$ cat config.mk
export PLATFORM = sky130hd
export DESIGN_NAME = t02_regfile_scoreboard
export DESIGN_NICKNAME = d
export VERILOG_FILES = /design/src/rtl/t02_regfile_pkg.sv /design/src/rtl/t02_busy_scoreboard.sv /design/src/rtl/t02_regfile_scoreboard.sv
export SDC_FILE = /design/constraint.sdc
export NUM_CORES = 2
export LEC_CHECK = 0
export ABC_CLOCK_PERIOD_IN_PS = 4660
export CORE_ASPECT_RATIO = 1.25
export CORE_MARGIN = 5
export CORE_UTILIZATION = 50
export CTS_CLUSTER_DIAMETER = 60
export DETAILED_ROUTE_END_ITERATION = 6
export GPL_TIMING_DRIVEN = 1
export PLACE_DENSITY = 0.74
export SETUP_SLACK_MARGIN = 0.1
export SYNTH_ARGS = -nofsm -noshare
export SYNTH_HDL_FRONTEND = slang
export SYNTH_SLANG_ARGS = --single-unit
$ cat constraint.sdc
create_clock -name clk -period 4.66 [get_ports clk]
set_input_delay 0.699 -clock clk [delete_from_list [all_inputs] [get_ports clk]]
set_output_delay 0.699 -clock clk [all_outputs]
set_load 0.02 [all_outputs]
$ cat src/rtl/t02_regfile_pkg.sv
// Shared constants for the register file and its busy scoreboard.
package t02_regfile_pkg;
  localparam int DATA_W_DEF   = 32;
  localparam int NUM_REGS_DEF = 32;
  localparam int ZERO_IDX     = 0;
endpackage

$ cat src/rtl/t02_busy_scoreboard.sv
// Per-register pending-write tracker: set by issuing producers, cleared by
// writeback or flush, with per-port lookup that honours same-cycle writeback.
module t02_busy_scoreboard
  import t02_regfile_pkg::*;
#(
  parameter int NUM_REGS = NUM_REGS_DEF,
  parameter int ADDR_W   = $clog2(NUM_REGS),
  parameter int NUM_RD   = 2,
  parameter int BYPASS   = 1
) (
  input  logic                     clk,
  input  logic                     nRST,
  input  logic                     wr_en,
  input  logic [ADDR_W-1:0]        wr_idx,
  input  logic                     set_en,
  input  logic [ADDR_W-1:0]        set_idx,
  input  logic                     flush,
  input  logic [NUM_RD*ADDR_W-1:0] rd_idx,
  output logic [NUM_RD-1:0]        rd_busy,
  output logic                     any_busy
);

  logic [NUM_REGS-1:0] busy_q, busy_d;
  logic                wr_ok, set_ok;

  function automatic logic idx_ok(logic [ADDR_W-1:0] i);
    return (i != ADDR_W'(ZERO_IDX)) && (32'(i) < 32'(NUM_REGS));
  endfunction

  assign wr_ok  = nRST && wr_en && idx_ok(wr_idx);
  assign set_ok = nRST && set_en && idx_ok(set_idx);

  // Order matters: flush, then writeback clear, then set (newest producer wins).
  always_comb begin
    busy_d = busy_q;
    if (flush) busy_d = '0;
    if (wr_ok) busy_d[wr_idx] = 1'b0;
    if (set_ok) busy_d[set_idx] = 1'b1;
    busy_d[ZERO_IDX] = 1'b0;
  end

  always_ff @(posedge clk) begin
    if (!nRST) busy_q <= '0;
    else       busy_q <= busy_d;
  end

  assign any_busy = nRST && (|busy_q);

  for (genvar k = 0; k < NUM_RD; k++) begin : g_rd
    logic [ADDR_W-1:0] idx;
    logic              lane_busy;
    assign idx = rd_idx[k*ADDR_W +: ADDR_W];
    always_comb begin
      lane_busy = 1'b0;
      if (nRST && idx_ok(idx)) begin
        if ((BYPASS != 0) && wr_ok && (wr_idx == idx)) lane_busy = 1'b0;
        else                                           lane_busy = busy_q[idx];
      end
    end
    assign rd_busy[k] = lane_busy;
  end

endmodule

$ cat src/rtl/t02_regfile_scoreboard.sv
// Register file with hard-wired zero register, NUM_RD combinational read
// ports, optional writeback bypass and a busy scoreboard for decode stalls.
module t02_regfile_scoreboard
  import t02_regfile_pkg::*;
#(
  parameter int DATA_W   = DATA_W_DEF,
  parameter int NUM_REGS = NUM_REGS_DEF,
  parameter int ADDR_W   = $clog2(NUM_REGS),
  parameter int NUM_RD   = 2,
  parameter int BYPASS   = 1
) (
  input  logic                     clk,
  input  logic                     nRST,
  input  logic                     reg_write,
  input  logic [ADDR_W-1:0]        write_index,
  input  logic [DATA_W-1:0]        write_data,
  input  logic [NUM_RD*ADDR_W-1:0] read_index,
  output logic [NUM_RD*DATA_W-1:0] read_data,
  output logic [NUM_RD-1:0]        read_busy,
  input  logic                     busy_set,
  input  logic [ADDR_W-1:0]        busy_index,
  input  logic                     flush,
  output logic                     any_busy
);

  logic [NUM_REGS-1:0][DATA_W-1:0] regs_q, regs_d;
  logic                            wr_ok;

  function automatic logic idx_ok(logic [ADDR_W-1:0] i);
    return (i != ADDR_W'(ZERO_IDX)) && (32'(i) < 32'(NUM_REGS));
  endfunction

  assign wr_ok = nRST && reg_write && idx_ok(write_index);

  always_comb begin
    regs_d = regs_q;
    if (wr_ok) regs_d[write_index] = write_data;
    regs_d[ZERO_IDX] = '0;
  end

  always_ff @(posedge clk) begin
    if (!nRST) regs_q <= '0;
    else       regs_q <= regs_d;
  end

  for (genvar k = 0; k < NUM_RD; k++) begin : g_rd
    logic [ADDR_W-1:0] idx;
    logic [DATA_W-1:0] lane_data;
    assign idx = read_index[k*ADDR_W +: ADDR_W];
    // Reads are held at zero while reset is asserted, bypass included.
    always_comb begin
      lane_data = '0;
      if (nRST && idx_ok(idx)) begin
        if ((BYPASS != 0) && wr_ok && (write_index == idx)) lane_data = write_data;
        else                                                lane_data = regs_q[idx];
      end
    end
    assign read_data[k*DATA_W +: DATA_W] = lane_data;
  end

  t02_busy_scoreboard #(
    .NUM_REGS(NUM_REGS),
    .ADDR_W  (ADDR_W),
    .NUM_RD  (NUM_RD),
    .BYPASS  (BYPASS)
  ) u_busy (
    .clk     (clk),
    .nRST    (nRST),
    .wr_en   (reg_write),
    .wr_idx  (write_index),
    .set_en  (busy_set),
    .set_idx (busy_index),
    .flush   (flush),
    .rd_idx  (read_index),
    .rd_busy (read_busy),
    .any_busy(any_busy)
  );

endmodule

# Word level (Yosys, flattened, before mapping)
# Index checks and enable logic that the tools add are counted.
[classes] order_cmp=6 n_eq_ne=2 muxes=26 n_bitwise=3 reduce_logical=16
[ops] op="bitwise mux 1024 bit" count=1
[ops] op="binary-select mux 32 bit (select 5 bit)" count=2
[ops] op="2-to-1 mux 32 bit" count=10
[ops] op="demux 32 bit (select 5 bit)" count=1
[ops] op="AND 32 bit" count=1
[ops] op="inverter 32 bit" count=1
[ops] op="OR 32 bit" count=1
[ops] op="OR reduction 32 bit" count=1
[ops] op="less-than comparator 5 x 6 -> 1 bit, second input constant" count=4
[ops] op="nonzero test 5 bit" count=4
[ops] op="logical AND 1 bit" count=11
[ops] op="binary-select mux 1 bit (select 5 bit)" count=2
[ops] op="demux 1 bit (select 5 bit)" count=2
[ops] op="equality test 5 bit" count=2
[ops] op=">= comparator 5 x 1 -> 1 bit, second input constant" count=2
[ops] op="2-to-1 mux 1 bit" count=8
[totals] reg_bits=1056 in_bits=57 out_inout_bits=67 wordCells=87

# Logic depth before layout (Yosys ltp)
[depth] ltp_word=9 mapped_depth=10 depth_no_buf=5

# Cells and area by module
# From an unflattened synthesis, not the netlist that was laid out.
[hier_totals] hier_cells=6501 area_unflattened_um2=56760.7
[modules_own_cells] mod="t02_regfile_scoreboard" instances=1 cells_each=6239 area_each_um2=54427.2 seq_area_each_um2=19859.0
[modules_own_cells] mod="t02_busy_scoreboard" instances=1 cells_each=262 area_each_um2=2333.5 seq_area_each_um2=620.6

# Worst setup path after synthesis
# Ideal clock, no wire load.
[synth_timing] path_kind="input-to-output" from="input read_index[5]" to="output read_data[61]" arrival_time_ps=2778 required_time_ps=3961 path_slack_ps=1183 stages=10 path_buffers=6 cell_sequence="buf_2 buf_4 buf_2 buf_4 buf_4 buf_4 a22oi_1 o211ai_1 o211ai_1 o31ai_1"
[synth_via] elab_chain_cells=4
[synth_lines] element="from (decl)" line_no="t02_regfile_scoreboard.sv:17" rtl="input logic [NUM_RD*ADDR_W-1:0] read_index,"
[synth_lines] element="binary-select mux 32 bit (select 5 bit) or equality test 5 bit (tied branches)" line_no="t02_regfile_scoreboard.sv:55, t02_regfile_scoreboard.sv:54"
[synth_lines] element="2-to-1 mux 32 bit (not written as such) or logical AND 1 bit (tied branches)" line_no="t02_regfile_scoreboard.sv:55, t02_regfile_scoreboard.sv:54"
[synth_lines] element="2-to-1 mux 32 bit" line_no="t02_regfile_scoreboard.sv:54" rtl="if ((BYPASS != 0) && wr_ok && (write_index == idx)) lane_data = write_data;"
[synth_lines] element="2-to-1 mux 32 bit (*)" line_no="t02_regfile_scoreboard.sv:53" rtl="if (nRST && idx_ok(idx)) begin"
[synth_lines] element="to (decl)" line_no="t02_regfile_scoreboard.sv:18" rtl="output logic [NUM_RD*DATA_W-1:0] read_data,"
# Every way passes the cells marked *; elsewhere a longest branch is shown, timed or not. The select of a mux whose other input is x is not followed.

# Final worst setup path
[layout_timing] from="input read_index[9]" to="output read_data[50]"
# Same word-level chain as after synthesis.

==> metrics.md <==
| Metric | Value |
|---|---|
| Run status | finished, violations left |
| Violated checks | design-rule violations |
| GRT overflow | 0 |
| Mapped Cells | 6046 |
| Number of global-route vias before repair | 47700 |
| I/O Pins | 124 |
| Max stage delay on crit path | slightly below 0.6 ns |
| Largest net degree at the start of global routing | 286 |
| Gr busiest metal | met2 |
| Fin Setup TNS | 0 ns |
| Number of fill cells | 9209 |
| Yosys warns | 0 |
| Drt via density | roughly 6.7 |
| Final Cell Area | 61500 um2 |
| Remaining antenna violation count | 0 |
| Antenna violations before repair | 9 |
| First-pass GRT wire length | 308 mm |
| Synth top area cells | dfxtp_1 (37%), mux4_2 (18%), nand2_1 (14%) |
| Required time worst endpoint | 3.96 ns |
| Die area | 116000 um2 |
| PnR Total Power | 19000 uW |
| Fin. Hold Viols | 0 |
| Setup crit start kind | input port |
| Yosys cell types | 55 |
| Crit path time final | 4.61 ns |
| Max IR drop VDD | about 340 uV |
| Yosys top cell by area | dfxtp_1 |
| Avg WL per Cell | ~28 um |
| Crit-path max FO | 21 |
| CP Capture Type | primary output |
| CP Class | in2out |
| Gpl congestion | ~1.0 |
| Slew headroom | 11.4% |
| CP most frequent cell | buf_4 |
| Post-synth EDFFs | 0 |
| Syn avg cell area | 9.06 um2 |
| Primary FF master, synth | dfxtp_1 |
| Nets@finish | 5962 |
| Die Ht | about 380 um |
| Synth-to-Final Area Change | 12.2% |
| Gr usage total | 34.6% |
| Num CTS Buffers | 98 |
| GRT met1 Usage | 43.4% |
| DP Area | ~58000 um2 |
| Starting density of the core | 50.4% |
| Final WL | 210 mm |
| Netlist Area Pre-Place | roughly 55000 um2 |
| Setup Skew | 0 ns |
| Critical path arrival | 3.91 ns |
| CTS tree | yes |
| Setup-failing EPs final | 0 |
| HPWL Detailed | between 100 and 150 mm |
| Top-count cell post-synth | nand2_1 |
| Hold-fix buffers, CTS | 0 |
| Number of synthesized register bits | 1023 |
| Fmax | 217 MHz |
| Hold crit path type | in2reg |
| Syn nets | 6103 |
| Power Dens Cells | 309 nW/um2 |
| DR pass1 iterations | 7 |
| Clock tree buffer depth | 3 |
| Worst path slowest cell | clkdlybuf4s50_1 |
| Clk Latency, worst-skew pair | 0.69 ns |
| Core box area | roughly 110000 um2 |
| Via count | 49700 |
| FFs w/ async S/R, synth | 0% |
| Layout cells sized above 1 | 17.2% |
| Final Max Slew Viols | 0 |
| Row count | roughly 140 |
| Seq/Total Area, Yosys | approximately 37% |
| Leak pwr | between 0.015 and 0.02 uW |
| H-Tree Depth | 3 |
| Met2 Track Usage GR | between 50% and 60% |
| Final Util | a little under three fifths |
| Root Driver | clkbuf_16 |
| PortBufs | 123 |
| Top post-synthesis cells by count | nand2_1 (2084), dfxtp_1 (1023), a21boi_0 (993) |
| DRC Markers | 2 |
| Worst slew pin tran | 1.32 ns |
| Chip Width | 306 um |
| Clk pin slew, worst setup/hold paths | 0.07 ns |
| Setup bufs post-CTS | 0 |
| RSZ-0062 raised after global routing | false |
| CP Cell Sequence | clkdlybuf4s50_1 > buf_4 > or3b_2 > buf_4 > o22ai_1 > nor4_1 > buf_4 > a22o_1 > clkdlybuf4s50_1 |
| Grt met3 use | 9.86% |
| Post-synth top area share | 37.4% |
| DR iter-0 viols | between 7000 and 8000 |
| CTS sink cnt | 1023 |
| Max_cap viols | 0 |
| Final Cycle Share | 99.0% |
[routing by layer]
layer	vias to the layer above	share of wire (%)
met5	-	0.039
met2	3850	43
met4	12	8.0
met1	23900	35
li1	20900	-
met3	977	14
[report_power, final]
group          leakage [uW]  internal (uW)  switching, uW
sequential          0.00824           8780           27.5
combinational       0.00981            693           1190
clock               0.00161           4650           3630
total                0.0197          14100           4850
[cells in the final DEF, fill, tap and decap left out, types with 49 or more instances in the layout]
| cell | count |
|---|---|
| mux2i_1 | 113 |
| dfxtp_1 | 1023 |
| mux2_2 | 67 |
| clkbuf_16 | 100 |
| buf_12 | 49 |
| mux4_2 | 438 |
| o21ai_0 | 73 |
| clkdlybuf4s50_1 | 113 |
| nand2_1 | 2059 |
| o22ai_1 | 58 |
| a21boi_0 | 993 |
| a22oi_1 | 87 |
| buf_4 | 241 |
[cells by family (layout without fill, tap and decap cells)]
family,count (synthesis),count (layout),share of synthesized area [%]
flip-flops,1023,1023,37.4
AO/OA/AOI/OAI,1441,1441,19.5
AND/OR/NAND/NOR,2299,2299,16.5
other,0,4,0
XOR/XNOR,10,10,0.160
buffers and inverters,655,588,4.92
multiplexers,618,618,21.5
[worst paths after layout]
kind                                     from       endpoint  slack, ns  cells past startpoint
worst max-delay path            read_index[9]  read_data[50]       0.05                      9
worst min-delay path                     nRST     regs_q[95]       0.42                      2
worst max register to register    regs_q[437]    regs_q[437]       3.86                      2
worst min register to register    regs_q[862]    regs_q[862]       0.48                      2
[stage by stage]
| step | hold slack, ns | cells | setup slack, ns |
|---|---|---|---|
| global route | 0.427 | 7418 | 0.110 |
| finish | 0.419 | 7421 | 0.0480 |
| CTS | 0.377 | 7417 | 0.155 |
| floorplan | 0.450 | 6046 | 1.18 |
| global placement | 0.459 | 7243 | 0.178 |
| detailed placement | 0.469 | 7243 | 0.158 |
[state kept, by name, summed over array words and instances (netlist names)]
register and cells:
regs_q 992, u_busy.busy_q 31
[what timing repair did]
item	4_1_cts	5_1_grt
setup endpoints to repair	0	1
resized for setup	0	1
hold endpoints to repair	0	0
[layout make-up]
type | count | area, um2 | area share (%)
Clock buffer | 146 | 2920 | 4.74
Inverter | 5 | 18.8 | 0.0305
Antenna cell | 4 | 10.0 | 0.0163
Timing Repair Buffer | 409 | 4000 | 6.50
Tap cell | 1438 | 1800 | 2.93
Multi-Input combinational cell | 4368 | 31900 | 51.9
Sequential cell | 1023 | 20500 | 33.3
Clock inverter | 28 | 330 | 0.537
[worst max-delay path, delay by kind of cell]
family / cells / cell delay, ns
compound gates: 2 / 0.58
buf+inv: 5 / 1.90
simple gates: 2 / 0.72
Note: power is estimated with default switching activity, not from simulation.
